$ cat src/rtl/bmu_cnt_pipe_pkg.sv
// Shared BMU definitions for the bit-count pipeline.
package bmu_cnt_pipe_pkg;

  // Count-unit opcodes; 2'b11 is reserved and yields a zero count.
  typedef enum logic [1:0] {
    CPOP     = 2'b00,
    CLZ      = 2'b01,
    CTZ      = 2'b10,
    CNT_RSVD = 2'b11
  } cnt_op_t;

  // Width of the operand slice used by the RV64 word forms.
  localparam int unsigned WORD_W = 32;

endpackage

$ cat src/rtl/bmu_cnt_pipe_popcnt.sv
// BMU building blocks used by the count pipeline: the shared population
// count core and the resettable, enabled flop primitive.

module popcnt #(
  parameter int WIDTH = 64
) (
  input  logic [WIDTH-1:0]       din,
  output logic [$clog2(WIDTH):0] cnt
);

  localparam int CW = $clog2(WIDTH) + 1;

  // Ripple sum of all set bits; CW bits hold the full-width count.
  always_comb begin
    cnt = '0;
    for (int i = 0; i < WIDTH; i++) begin
      cnt = cnt + CW'(din[i]);
    end
  end

endmodule

module bmu_dffre #(
  parameter int WIDTH = 1
) (
  input  logic             clk,
  input  logic             reset,
  input  logic             en,
  input  logic [WIDTH-1:0] d,
  output logic [WIDTH-1:0] q
);

  // Synchronous clear has priority over the load enable.
  always_ff @(posedge clk) begin
    if (reset) begin
      q <= '0;
    end else if (en) begin
      q <= d;
    end
  end

endmodule

$ cat src/rtl/bmu_cnt_pipe.sv
// Two-stage cpop/clz/ctz unit (with RV64 word forms).
// Stage 1 turns every op into a "count the ones" vector, stage 2 counts it.
import bmu_cnt_pipe_pkg::*;

module bmu_cnt_pipe #(
  parameter int XLEN = 64
) (
  input  logic            clk,
  input  logic            reset,
  input  logic            flush,
  input  logic            in_valid,
  output logic            in_ready,
  input  logic [1:0]      op,
  input  logic            w,
  input  logic [XLEN-1:0] a,
  output logic            out_valid,
  input  logic            out_ready,
  output logic [XLEN-1:0] result
);

  localparam int CW = $clog2(XLEN) + 1;
  // Bits above the word slice; empty when XLEN is already 32.
  localparam logic [XLEN-1:0] HI_MASK = ~XLEN'(32'hFFFF_FFFF);

  logic            w_eff;
  logic [XLEN-1:0] rev_full;
  logic [31:0]     rev_lo;
  logic [XLEN-1:0] lo_ext;
  logic [XLEN-1:0] x;
  logic [XLEN-1:0] tz_mask;
  logic [XLEN-1:0] p;

  logic            s1_valid;
  logic [XLEN-1:0] s1_p;
  logic            s2_valid;
  logic            s2_adv;
  logic [CW-1:0]   cnt;

  assign w_eff  = (XLEN > WORD_W) ? w : 1'b0;
  assign lo_ext = XLEN'(a[31:0]);

  // Bit reversal of the full operand and of the low word, so clz becomes ctz.
  for (genvar i = 0; i < XLEN; i++) begin : g_rev_full
    assign rev_full[i] = a[XLEN-1-i];
  end
  for (genvar i = 0; i < 32; i++) begin : g_rev_lo
    assign rev_lo[i] = a[31-i];
  end

  // Stage-1 transform: pick x per op, then reduce everything to a popcount.
  // For ctzw/clzw the forced-one upper bits cap the trailing-zero run at 32.
  always_comb begin
    x = a;
    p = '0;
    case (cnt_op_t'(op))
      CPOP:    x = w_eff ? lo_ext : a;
      CTZ:     x = w_eff ? (lo_ext | HI_MASK) : a;
      CLZ:     x = w_eff ? (XLEN'(rev_lo) | HI_MASK) : rev_full;
      default: x = a;
    endcase
    tz_mask = ~x & (x - XLEN'(1));
    case (cnt_op_t'(op))
      CPOP:     p = x;
      CLZ, CTZ: p = tz_mask;
      default:  p = '0;
    endcase
  end

  assign s2_adv    = s1_valid & (~s2_valid | out_ready);
  assign in_ready  = ~s1_valid | s2_adv;
  assign out_valid = s2_valid;

  // Stage-1 valid: reloads whenever the stage can take a new op; flush kills it.
  bmu_dffre #(.WIDTH(1)) u_s1_valid (
    .clk   (clk),
    .reset (reset),
    .en    (flush | in_ready),
    .d     (in_valid & ~flush),
    .q     (s1_valid)
  );

  // Stage-1 data: only captured on an actual transfer, otherwise held.
  bmu_dffre #(.WIDTH(XLEN)) u_s1_data (
    .clk   (clk),
    .reset (reset),
    .en    (in_valid & in_ready),
    .d     (p),
    .q     (s1_p)
  );

  popcnt #(.WIDTH(XLEN)) u_popcnt (
    .din (s1_p),
    .cnt (cnt)
  );

  // Stage-2 valid: refills from stage 1 when empty or being drained.
  bmu_dffre #(.WIDTH(1)) u_s2_valid (
    .clk   (clk),
    .reset (reset),
    .en    (flush | ~s2_valid | out_ready),
    .d     (s1_valid & ~flush),
    .q     (s2_valid)
  );

  // Result register: held stable while the consumer stalls.
  bmu_dffre #(.WIDTH(XLEN)) u_result (
    .clk   (clk),
    .reset (reset),
    .en    (s2_adv),
    .d     (XLEN'(cnt)),
    .q     (result)
  );

endmodule

$ cat config.mk
export PLATFORM = sky130hd
export DESIGN_NAME = bmu_cnt_pipe
export DESIGN_NICKNAME = d
export VERILOG_FILES = /design/src/rtl/bmu_cnt_pipe_pkg.sv /design/src/rtl/bmu_cnt_pipe_popcnt.sv /design/src/rtl/bmu_cnt_pipe.sv
export SDC_FILE = /design/constraint.sdc
export NUM_CORES = 1
export LEC_CHECK = 0
export BUFFER_PORTS_ARGS = -buffer_cell sky130_fd_sc_hd__clkbuf_2
export CELL_PAD_IN_SITES_DETAIL_PLACEMENT = 0
export CELL_PAD_IN_SITES_GLOBAL_PLACEMENT = 1
export CORE_MARGIN = 2
export CORE_UTILIZATION = 38
export CTS_CLUSTER_SIZE = 40
export DETAILED_ROUTE_END_ITERATION = 16
export PLACE_DENSITY = 0.81
export SLEW_MARGIN = 20
export SYNTH_ARGS = -nofsm -noshare
export SYNTH_HDL_FRONTEND = slang
export SYNTH_SLANG_ARGS = --single-unit
$ cat constraint.sdc
create_clock -name clk -period 5.9 [get_ports clk]
set_input_delay 0 -clock clk [delete_from_list [all_inputs] [get_ports clk]]
set_output_delay 0 -clock clk [all_outputs]
set_load 0.01 [all_outputs]
==> results of run 1 <==
## layer usage
layer  routed length, um  share of wire [%]  global-route usage [%]
met5                   0                  0                       0
met4                1137                4.2                   11.56
met3                2140                8.0                   4.365
met2               12080                 45                   41.80
met1               11550                 43                   35.84
## metrics by stage
step	setup TNS [ns]	worst slack (ns)	utilization, %	instance area [um2]	power, mW
6_report	-0.2300	-0.1239	43.60	8237	1.835
5_1_grt	-1.054	-0.3228	43.60	8237	1.951
4_1_cts	-0.3207	-0.1277	43.56	8230	1.842
3_5_place_dp	-0.6509	-0.2726	41.56	7853	1.237
3_3_place_gp	-0.2229	-0.1204	41.56	7853	1.226
2_1_floorplan	0	0.001542	-	7585	1.023
## logic make-up after synthesis
logic type,Yosys count,synth area share [%]
AO/OA/AOI/OAI,260,21.94
XOR/XNOR,4,0.4751
adder cells (fa/ha/maj),74,18.05
buffers and inverters,211,14.15
flip-flops,73,19.82
multiplexers,37,5.107
other,1,0.05085
AND/OR/NAND/NOR,316,20.41
## final timing paths
check / from / end / slack, ns
max: u_s1_data.q[0] / u_result.q[6] / -0.12
min: a[63] / u_s1_data.q[63] / 0.05
max reg2reg: u_s1_data.q[0] / u_result.q[6] / -0.12
min reg2reg: u_s1_data.q[2] / u_s1_data.q[2] / 0.47
## report_power, final
part           total (mW)  leakage [nW]  internal (mW)  switching (mW)
Combinational       0.720          2.83          0.284           0.436
Clock               0.592         0.150          0.344           0.247
Sequential          0.523         0.594          0.511          0.0123
## state kept, by name, indices dropped and copies added (netlist names)
signal	count
u_s1_data.q	64
u_result.q	7
u_s2_valid.q	1
u_s1_valid.q	1
## worst reg2reg max path, stage by stage, from the launching register on
cell	delay, ns
sky130_fd_sc_hd__dfxtp_2	0.34
sky130_fd_sc_hd__ha_4	0.25
sky130_fd_sc_hd__inv_2	0.03
sky130_fd_sc_hd__fa_1	0.51
sky130_fd_sc_hd__fa_1	0.46
sky130_fd_sc_hd__fa_2	0.56
sky130_fd_sc_hd__fa_1	0.44
sky130_fd_sc_hd__fa_1	0.53
sky130_fd_sc_hd__fa_1	0.43
sky130_fd_sc_hd__fa_1	0.50
sky130_fd_sc_hd__fa_1	0.43
sky130_fd_sc_hd__fa_2	0.37
sky130_fd_sc_hd__fa_2	0.35
sky130_fd_sc_hd__nor2b_1	0.12
sky130_fd_sc_hd__o21ai_1	0.06
sky130_fd_sc_hd__nand2b_1	0.11
sky130_fd_sc_hd__a21oi_1	0.08
sky130_fd_sc_hd__nor2_1	0.09
sky130_fd_sc_hd__nor2_1	0.05
sky130_fd_sc_hd__a211oi_1	0.23
## cells in the final DEF (no fill, tap or decap), types with 5 or more instances in the layout
cell,instances
sky130_fd_sc_hd__a211oi_1,11
sky130_fd_sc_hd__a21o_1,10
sky130_fd_sc_hd__a21oi_1,65
sky130_fd_sc_hd__a221o_1,6
sky130_fd_sc_hd__a221oi_1,7
sky130_fd_sc_hd__a22oi_1,15
sky130_fd_sc_hd__a2bb2oi_1,5
sky130_fd_sc_hd__a31oi_1,9
sky130_fd_sc_hd__buf_4,29
sky130_fd_sc_hd__clkbuf_16,9
sky130_fd_sc_hd__clkbuf_2,79
sky130_fd_sc_hd__conb_1,57
sky130_fd_sc_hd__dfxtp_1,70
sky130_fd_sc_hd__fa_1,48
sky130_fd_sc_hd__fa_2,6
sky130_fd_sc_hd__ha_1,19
sky130_fd_sc_hd__inv_1,97
sky130_fd_sc_hd__mux2_2,5
sky130_fd_sc_hd__mux2i_1,32
sky130_fd_sc_hd__nand2_1,69
sky130_fd_sc_hd__nand2b_1,9
sky130_fd_sc_hd__nand3_1,21
sky130_fd_sc_hd__nand4_1,6
sky130_fd_sc_hd__nor2_1,116
sky130_fd_sc_hd__nor2b_1,8
sky130_fd_sc_hd__nor3_1,38
sky130_fd_sc_hd__nor3b_1,6
sky130_fd_sc_hd__nor4_1,9
sky130_fd_sc_hd__o211ai_1,5
sky130_fd_sc_hd__o21ai_0,74
sky130_fd_sc_hd__o21ai_1,6
sky130_fd_sc_hd__o22ai_1,14
sky130_fd_sc_hd__o31ai_1,7
sky130_fd_sc_hd__or3_1,8
## timing repair
action / in CTS / in global routing
endpoints found under the setup margin: 5 / 5
gates resized for setup: 11 / 4
endpoints found under the hold margin: 2 / 0
pin swaps: 8 / 16
hold buffers: 3 / 0
setup buffers: 1 / 0
## area by class of cell
cell class                      instances  area, um2  share of cell area (%)
Timing Repair Buffer                  111      643.1                   7.808
Sequential cell                        73       1465                   17.79
Clock buffer                           10      239.0                   2.901
Clock inverter                          6      72.57                  0.8811
Inverter                              100      375.4                   4.557
Tap cell                              260      325.3                   3.950
Multi-Input combinational cell        748       5116                   62.11
==> qor_table.md, run 1 <==
| Group | Item | Reported |
|---|---|---|
| global route | Global-route usage over all layers | 26.49% |
| logic synthesis | Syn Std Cell Area | 7375 um2 |
| worst setup path | Most numerous cell on the critical path | sky130_fd_sc_hd__fa_1 |
| logic synthesis | Asr flop ratio synth | 0% |
| finish | Post-route non-filler standard cell count | 1308 |
| global route | Maximum number of pins on one net before global-route repair | 56 |
| logic synthesis | Synthesized netlist cell count | 976 |
| cts | Clk slew on worst S/H paths | 0.06 ns |
| worst setup path | Type of destination of the critical path | flop |
| die | Initial core utilization | 39.03% |
| logic synthesis | Flops & latches, synth | 73 |
| die | Std-Cell Core Area | 18890 um2 |
| logic synthesis | Cell taking the most area after synthesis | sky130_fd_sc_hd__dfxtp_1 |
| sta | Final setup margin | -0.1239 ns |
| power | Lkg Pwr | 3.579 nW |
| sta | Largest clock skew in the final design | 0.006156 ns |
| global route | Antenna violations before repair | 0 |
| global route | Total congestion overflow after global routing | 0 |
| cts | Number of H-tree levels | 3 |
| sta | Count of pins over their slew limit | 0 |
| cts | Root Driver | sky130_fd_sc_hd__clkbuf_16 |
| die | # rows | 50 |
| detailed routing | Detail-routed via count per cell | 5.687 |
| logic synthesis | Ranking of synthesized cells by instance count | 118 x sky130_fd_sc_hd__nor2_1, 99 x sky130_fd_sc_hd__inv_1, 76 x sky130_fd_sc_hd__o21ai_0, 73 x sky130_fd_sc_hd__dfxtp_1, 69 x sky130_fd_sc_hd__nand2_1 |
| worst setup path | Cell breakdown of the critical path | ha_4 -> inv_2 -> fa_1 -> fa_1 -> fa_2 -> fa_1 -> fa_1 -> fa_1 -> fa_1 -> fa_1 -> fa_2 -> fa_2 -> nor2b_1 -> o21ai_1 -> nand2b_1 -> a21oi_1 -> nor2_1 -> nor2_1 -> a211oi_1 |
| worst setup path | Max Fanout on Critical Path | 2 |
| cts | Worst-skew pair later-pin latency | 0.36 ns |
| finish | Nets | 1189 |
| logic synthesis | Fraction of post-synthesis cell area in the top cell type by area | 19.82% |
| placed design | RePlAce Congestion | 1.000 |
| logic synthesis | Post-synth EDFFs | 0 |
| finish | Layout Area Growth over Synthesis | 11.69% |
| sta | Pin slew with the least headroom to its limit | 1.067 ns |
| cts | Num CTS Buffers | 9 |
| finish | Count of fill cells added during filler insertion | 1992 |
| detailed routing | Final wirelength | 26910 um |
| logic synthesis | Post-synth cell types | 66 |
| finish | Number of antenna cells inserted | 0 |
| logic synthesis | Flip-flop cell with the highest count after synthesis | sky130_fd_sc_hd__dfxtp_1 |
| worst setup path | Stages on the worst setup path | 19 |
| detailed routing | Wire length per cell after detailed routing | 20.57 um |
| detailed routing | Iteration-0 DRC Markers | 795 |
| global route | Vias in the first global route | 6940 |
| worst setup path | Worst Path Class, Setup | reg2reg |
| die | Die Span Y | 143.3 um |
| cts | Buffer levels on the longest clock path | 2 |
| logic synthesis | Most frequent cell after synthesis | sky130_fd_sc_hd__nor2_1 |
| placed design | Number of port buffers | 80 |
| global route | Wire length of the first global-routing pass | 40670 um |
| cts | Clock tree from TritonCTS | built |
| placed design | Cell count after placement | 1288 |
| worst setup path | Data arrival time at the worst-slack endpoint | 6.29 ns |
| cts | CTS sink cnt | 73 |
| worst setup path | Number of cells on the worst reg-to-reg path | 19 |
| hold path | Worst hold-check path type | in2reg |
| detailed routing | Vias after detailed routing | 7438 |
| sta | Fmax | 0.1660 GHz |
| logic synthesis | Yosys synthesis warning count | 0 |
| logic synthesis | Top cells by area, synth | sky130_fd_sc_hd__dfxtp_1 20%, sky130_fd_sc_hd__fa_1 15%, sky130_fd_sc_hd__buf_4 6.0% |
| sta | RSZ-0062 raised after global routing | true |
| sta | Hold violation total from the final report | 0 |
| worst setup path | Data required time at the worst endpoint | 6.16 ns |
| logic synthesis | Register area share after synthesis | 19.82% |
| detailed routing | Remaining antenna violation count after routing | 0 |
| sta | Minimum period implied by the final worst setup slack | 6.024 ns |
| finish | Proportion of layout cells with a drive suffix above 1 | 14.69% |
| worst setup path | Slowest cell on the critical path | sky130_fd_sc_hd__fa_2 |
| run status | Failing checks | setup timing |
| worst setup path | Family with the most delay on the worst path | adder cells |
| logic synthesis | Synthesized area divided by synthesized cell count | 7.556 um2 |
| power | Power per Cell Area | 222.8 nW/um2 |
| placed design | Hpwl dp | 21070 um |
| sta | Endpoints failing setup | 2 |
| run status | Run status | complete, but fails checks |
| detailed routing | First drt pass iteration count | 6 |
| power | Peak VDD IR | 0.0001436 V |
| worst setup path | CP bufs+invs | 1 |
| sta | Smallest hold slack | 0.04623 ns |
| die | Area enclosed by the die boundary | 20540 um2 |
| hold path | WHS Path Cells | 4 |
| sta | Period Utilization, post-route | 102.1% |
| sta | Max-slew headroom at the worst pin | 28.79% |
| detailed routing | DRC violations left | 0 |
| worst setup path | Crit start category | flop |
| flow run | Max-cap violation count | 0 |
| die | Die width | 143.3 um |
| die | Total I/O pin count | 138 |
| worst setup path | Slowest cell delay on critical path | 0.56 ns |
(Power assumes the default switching activity.)
==> run 2: changes to the inputs <==
--- a/config.mk
+++ b/config.mk
@@ -8,7 +8,6 @@
 export BUFFER_PORTS_ARGS = -buffer_cell sky130_fd_sc_hd__clkbuf_2
 export CELL_PAD_IN_SITES_DETAIL_PLACEMENT = 0
 export CELL_PAD_IN_SITES_GLOBAL_PLACEMENT = 1
-export CORE_MARGIN = 2
 export CORE_UTILIZATION = 38
 export CTS_CLUSTER_SIZE = 40
 export DETAILED_ROUTE_END_ITERATION = 16
==> run 2 against run 1 <==
  * The flow still finishes with violations (setup timing)
  * Critical path type unchanged
  * Register-to-register slack improved by 0.03 ns
  * Non-clock buffer count decreased by 1
  * Critical path depth unchanged
  * Highest routed layer unchanged
==> qor_table.md, run 2 (synthesized netlist as in run 1, its figures left out) <==
| Group | Item | Reported |
|---|---|---|
| run status | Run status | complete, but fails checks |
| run status | Failing checks | setup timing |
| power | Peak VDD IR | 0.0001452 V |
| worst setup path | Data arrival time at the worst-slack endpoint | 6.26 ns |
| die | Initial core utilization | 39.03% |
| worst setup path | Worst Path Class, Setup | reg2reg |
| worst setup path | Crit start category | flop |
| hold path | Worst hold-check path type | in2reg |
| placed design | RePlAce Congestion | 0.9879 |
| global route | Wire length of the first global-routing pass | 40850 um |
| detailed routing | Vias after detailed routing | 7406 |
| sta | Count of pins over their slew limit | 0 |
| detailed routing | Wire length per cell after detailed routing | 20.39 um |
| power | Power per Cell Area | 228.3 nW/um2 |
| sta | Minimum period implied by the final worst setup slack | 5.993 ns |
| sta | Pin slew with the least headroom to its limit | 1.022 ns |
| global route | Total congestion overflow after global routing | 0 |
| finish | Registers with the most flip-flops | u_s1_data.q: 64 flops, u_result.q: 7 flops |
| detailed routing | First drt pass iteration count | 6 |
| placed design | Placement Cell Area | 7838 um2 |
| sta | Endpoints failing setup | 2 |
| die | Die width | 141.3 um |
| finish | Count of fill cells added during filler insertion | 2012 |
| sta | Period Utilization, post-route | 101.6% |
| finish | Most frequent standard cell in the layout excluding fill and tap cells | sky130_fd_sc_hd__nor2_1 |
| finish | Layout Area Growth over Synthesis | 12.01% |
| global route | Global-route usage over all layers | 27.41% |
| worst setup path | Data required time at the worst endpoint | 6.17 ns |
| cts | Worst-skew pair later-pin latency | 0.35 ns |
| cts | Number of H-tree levels | 3 |
| global route | Maximum number of pins on one net before global-route repair | 59 |
| finish | Number of flip-flops under the largest register name | 64 |
| global route | Antenna violations before repair | 0 |
| die | Area enclosed by the die boundary | 19970 um2 |
| worst setup path | Max Fanout on Critical Path | 2 |
| cts | Buffer levels on the longest clock path | 2 |
| worst setup path | Type of destination of the critical path | flop |
| finish | Proportion of layout cells with a drive suffix above 1 | 14.53% |
| detailed routing | Detail-routed via count per cell | 5.671 |
| worst setup path | Cell breakdown of the critical path | ha_4 -> inv_2 -> fa_1 -> fa_1 -> fa_1 -> fa_1 -> fa_1 -> fa_1 -> fa_1 -> fa_1 -> fa_2 -> fa_2 -> nor2b_1 -> o21ai_1 -> nand2b_1 -> a21oi_1 -> nor2_1 -> nor2_1 -> a211oi_2 |
| cts | CTS sink cnt | 73 |
| detailed routing | DRC violations left | 0 |
| worst setup path | Slowest cell on the critical path | sky130_fd_sc_hd__fa_1 |
| placed design | Cell count after placement | 1286 |
| sta | Final setup margin | -0.09286 ns |
| detailed routing | Final wirelength | 26640 um |
| sta | Hold violation total from the final report | 0 |
| power | Lkg Pwr | 3.585 nW |
| cts | Clk slew on worst S/H paths | 0.07 ns |
| finish | Nets | 1188 |
| die | Total I/O pin count | 138 |
| worst setup path | Most numerous cell on the critical path | sky130_fd_sc_hd__fa_1 |
| finish | Register with the most flip-flops | u_s1_data.q |
| detailed routing | Remaining antenna violation count after routing | 0 |
| cts | Num CTS Buffers | 9 |
| die | # rows | 50 |
| finish | Post-route non-filler standard cell count | 1306 |
| finish | Fin area | 8260 um2 |
| finish | Most frequent cells in the layout | 116 x sky130_fd_sc_hd__nor2_1, 97 x sky130_fd_sc_hd__inv_1, 79 x sky130_fd_sc_hd__clkbuf_2 |
| finish | Number of antenna cells inserted | 0 |
| sta | Fmax | 0.1669 GHz |
| placed design | Number of port buffers | 80 |
| sta | Max-slew headroom at the worst pin | 31.78% |
| flow run | Max-cap violation count | 0 |
| worst setup path | Slowest cell delay on critical path | 0.58 ns |
| die | Std-Cell Core Area | 18890 um2 |
| cts | Clock tree from TritonCTS | built |
| die | Die Span Y | 141.3 um |
| cts | Root Driver | sky130_fd_sc_hd__clkbuf_16 |
| sta | RSZ-0062 raised after global routing | true |
| global route | Vias in the first global route | 7070 |
| detailed routing | Iteration-0 DRC Markers | 748 |
| sta | Largest clock skew in the final design | 0.008764 ns |
| placed design | Hpwl dp | 20740 um |
## run 2: repair_timing
action / 4_1_cts / 5_1_grt
setup buffers: 1 / 1
gates resized for setup: 13 / 2
pin swaps: 8 / 2
endpoints found under the hold margin: 2 / 0
setup endpoints to repair: 4 / 5
hold buffers: 3 / 0
## run 2: worst paths after layout
| path | slack (ns) | endpoint | start | cells after the start |
|---|---|---|---|---|
| min reg2reg | 0.45 | u_s1_data.q[2] | u_s1_data.q[2] | 2 |
| max reg2reg | -0.09 | u_result.q[6] | u_s1_data.q[1] | 19 |
| min | 0.05 | u_s1_data.q[15] | a[15] | 4 |
| max | -0.09 | u_result.q[6] | u_s1_data.q[1] | 19 |
## run 2: per-layer routing
| layer | vias up | GRT usage, % | part of all wire, % |
|---|---|---|---|
| li1 | 3390 | - | - |
| met1 | 3559 | 36.69 | 42 |
| met2 | 397 | 43.33 | 46 |
| met3 | 60 | 4.894 | 8.7 |
| met4 | 0 | 11.84 | 3.8 |
| met5 | - | 0 | 0 |
## run 2: through the flow
step	hold WS (ns)	power, mW	util, %	setup TNS [ns]	setup slack (ns)
after floorplan	0.07931	1.023	-	0	0.001542
after global placement	0.1891	1.224	41.48	-0.2308	-0.1234
after detailed placement	0.1953	1.230	41.48	-0.4240	-0.1943
after CTS	0.04387	1.886	43.66	-0.1890	-0.1220
after global routing	0.07947	1.997	43.72	-1.193	-0.3396
final	0.04761	1.886	43.72	-0.1117	-0.09286
## run 2: cell type report
cell class / instances / area (um2) / area share [%]
clock buffer: 9 / 225.2 / 2.726
multi-input combinational: 748 / 5119 / 61.97
clock inverter: 6 / 115.1 / 1.394
timing repair buffer: 110 / 635.6 / 7.695
tap: 260 / 325.3 / 3.938
sequential: 73 / 1465 / 17.74
inverter: 100 / 375.4 / 4.544
## run 2: power breakdown
part           switching, mW  internal [mW]
clock                  0.230          0.413
combinational          0.433          0.286
sequential            0.0121          0.511
## run 2: critical path: cells and delay by family, from the launching register on
family                   cells  cell delay, ns
AO/OA/AOI/OAI                3            0.34
adder cells (fa/ha/maj)     11            4.83
buffers and inverters        1            0.03
flip-flops                   1            0.33
AND/OR/NAND/NOR              4            0.39
==> run 3: changes to the inputs <==
--- a/config.mk
+++ b/config.mk
@@ -12,6 +12,7 @@
 export CTS_CLUSTER_SIZE = 40
 export DETAILED_ROUTE_END_ITERATION = 16
 export PLACE_DENSITY = 0.81
+export RECOVER_POWER = 25
 export SLEW_MARGIN = 20
 export SYNTH_ARGS = -nofsm -noshare
 export SYNTH_HDL_FRONTEND = slang
==> run 3 against run 2 <==
  * Sequential share of layout area about the same
  * Highest routed layer unchanged
  * Sequential power about the same
  * Clock power hardly changed
  * Power down 0.19%
  * Die area did not move
  * The flow still finishes with violations (setup timing)
  * Global-route usage unchanged
  * Combinational power barely moved
  * Register-to-register slack about the same
  * First-iteration DRC count grew 1.7%
  * Design area fell by 0.20%
  * Fmax barely moved
==> qor_table.md, run 3 (synthesized netlist as in run 1, its figures left out) <==
| Group | Item | Reported |
|---|---|---|
| finish | Registers with the most flip-flops | u_s1_data.q: 64 flops, u_result.q: 7 flops |
| detailed routing | Iteration-0 DRC Markers | 761 |
| worst setup path | Slowest cell delay on critical path | 0.58 ns |
| worst setup path | CP bufs+invs | 1 |
| hold path | Worst min-delay path startpoint | a[15] |
| die | Die width | 141.3 um |
| power | Peak VDD IR | 0.0001448 V |
| sta | Max-slew headroom at the worst pin | 29.28% |
| run status | Failing checks | setup timing |
| sta | Hold violation total from the final report | 0 |
| placed design | Hpwl dp | 20740 um |
| power | Total power consumption of the routed design | 1.882 mW |
| cts | Buffer levels on the longest clock path | 2 |
| sta | Largest clock skew in the final design | 0.009747 ns |
| power | Lkg Pwr | 3.549 nW |
| worst setup path | Launch instance of the worst register-to-register path | u_s1_data.q[0] |
| worst setup path | Slowest cell on the critical path | sky130_fd_sc_hd__fa_1 |
| power | Power per Cell Area | 228.3 nW/um2 |
| worst setup path | Family with the most delay on the worst path | adder cells |
| cts | Worst-skew pair later-pin latency | 0.35 ns |
| die | # rows | 50 |
| die | Initial core utilization | 39.03% |
| global route | Vias in the first global route | 7070 |
| run status | Run status | complete, but fails checks |
| cts | Clock tree from TritonCTS | built |
| worst setup path | Data required time at the worst endpoint | 6.17 ns |
| finish | Number of antenna cells inserted | 0 |
| worst setup path | Cell breakdown of the critical path | ha_4 -> inv_2 -> fa_1 -> fa_1 -> fa_1 -> fa_1 -> fa_1 -> fa_1 -> fa_1 -> fa_1 -> fa_2 -> fa_2 -> nor2b_1 -> o21ai_1 -> nand2b_1 -> a21oi_1 -> nor2_1 -> nor2_1 -> a211oi_2 |
| detailed routing | Vias after detailed routing | 7454 |
| global route | Wire length of the first global-routing pass | 40850 um |
| global route | Global-route usage over all layers | 27.41% |
| finish | Most frequent cells in the layout | 116 x sky130_fd_sc_hd__nor2_1, 97 x sky130_fd_sc_hd__inv_1, 74 x sky130_fd_sc_hd__o21ai_0 |
| die | Std-Cell Core Area | 18890 um2 |
| finish | Proportion of layout cells with a drive suffix above 1 | 13.48% |
| detailed routing | Detail-routed via count per cell | 5.708 |
| global route | Antenna violations before repair | 0 |
| sta | Smallest hold slack | 0.05038 ns |
| finish | Number of flip-flops under the largest register name | 64 |
| sta | Fmax | 0.1668 GHz |
| sta | Minimum period implied by the final worst setup slack | 5.995 ns |
| global route | Maximum number of pins on one net before global-route repair | 59 |
| detailed routing | Final wirelength | 26640 um |
| die | Total I/O pin count | 138 |
| hold path | Worst hold-check path type | in2reg |
| sta | Final setup margin | -0.09486 ns |
| die | Area enclosed by the die boundary | 19970 um2 |
| worst setup path | Max Fanout on Critical Path | 2 |
| cts | CTS sink cnt | 73 |
| sta | Endpoints failing setup | 2 |
| worst setup path | Crit start category | flop |
| sta | RSZ-0062 raised after global routing | true |
| sta | Count of pins over their slew limit | 0 |
| finish | Area used by multi-input combinational logic | 5119 um2 |
| detailed routing | Remaining antenna violation count after routing | 0 |
| cts | Num CTS Buffers | 9 |
| detailed routing | Wire length per cell after detailed routing | 20.40 um |
| cts | Clk slew on worst S/H paths | 0.07 ns |
| flow run | Max-cap violation count | 0 |
| sta | Period Utilization, post-route | 101.6% |
| finish | Storage cell area | 1465 um2 |
| finish | Core utilization of the finished layout | 43.64% |
| worst setup path | Type of destination of the critical path | flop |
| worst setup path | Crit. Startpoint | u_s1_data.q[0] |
| global route | Total congestion overflow after global routing | 0 |
| finish | Layout Area Growth over Synthesis | 11.79% |
| finish | Most frequent standard cell in the layout excluding fill and tap cells | sky130_fd_sc_hd__nor2_1 |
| cts | Root Driver | sky130_fd_sc_hd__clkbuf_16 |
| finish | Register with the most flip-flops | u_s1_data.q |
| worst setup path | Most numerous cell on the critical path | sky130_fd_sc_hd__fa_1 |
| worst setup path | Data arrival time at the worst-slack endpoint | 6.27 ns |
| detailed routing | First drt pass iteration count | 6 |
| sta | Pin slew with the least headroom to its limit | 1.061 ns |
| detailed routing | DRC violations left | 0 |
| finish | Nets | 1188 |
| cts | Number of H-tree levels | 3 |
| worst setup path | Worst Path Class, Setup | reg2reg |
| die | Die Span Y | 141.3 um |
| placed design | Number of port buffers | 80 |
| finish | Count of fill cells added during filler insertion | 2020 |
| placed design | RePlAce Congestion | 0.9879 |
run 3: routing by layer:
layer / part of all wire [%] / track usage [%] / wire length [um] / up-vias
li1: - / - / - / 3391
met4: 3.9 / 11.84 / 1040 / 0
met2: 45 / 43.33 / 12090 / 438
met1: 41 / 36.69 / 10900 / 3557
met3: 9.8 / 4.894 / 2612 / 68
met5: 0 / 0 / 0 / -
run 3: per-stage QoR:
| stage | cells | area (um2) | TNS (ns) | setup WS [ns] |
|---|---|---|---|---|
| 6_report | 1306 | 8244 | -0.1124 | -0.09486 |
| 5_1_grt | 1306 | 8244 | -1.193 | -0.3396 |
| 4_1_cts | 1305 | 8248 | -0.1890 | -0.1220 |
| 3_5_place_dp | 1286 | 7838 | -0.4240 | -0.1943 |
| 3_3_place_gp | 1286 | 7838 | -0.2308 | -0.1234 |
| 2_1_floorplan | 1032 | 7585 | 0 | 0.001542 |
run 3: power by group:
| group | leakage, nW | internal, mW | switching, mW | total, mW |
|---|---|---|---|---|
| Sequential | 0.594 | 0.511 | 0.0121 | 0.523 |
| Combinational | 2.79 | 0.284 | 0.433 | 0.718 |
| Clock | 0.162 | 0.413 | 0.228 | 0.641 |
run 3: area by class of cell:
| cell class | count | area share, % |
|---|---|---|
| Multi-Input combinational cell | 748 | 62.09 |
| Clock buffer | 9 | 2.732 |
| Tap cell | 260 | 3.946 |
| Timing Repair Buffer | 110 | 7.513 |
| Inverter | 100 | 4.553 |
| Sequential cell | 73 | 17.77 |
| Clock inverter | 6 | 1.396 |
run 3: worst register-to-register path: cells and delay by family, from the launching register on:
kind | cells | cell delay, ns
fa+ha+maj | 11 | 4.83
flops | 1 | 0.34
compound gates | 3 | 0.34
simple gates | 4 | 0.39
buf+inv | 1 | 0.03
run 3: worst paths after layout:
kind | cells past startpoint | slack (ns) | end
worst max-delay path | 19 | -0.09 | u_result.q[6]
worst min-delay path | 4 | 0.05 | u_s1_data.q[15]
worst max register to register | 19 | -0.09 | u_result.q[6]
worst min register to register | 2 | 0.45 | u_s1_data.q[2]
run 3: repair_timing:
action                     4_1_cts  5_1_grt
pin swaps                        8        2
cloned                           0        0
gates resized for setup         13        2
setup endpoints to repair        4        5
hold buffers                     3        0
hold endpoints to repair         2        0
setup buffers                    1        1
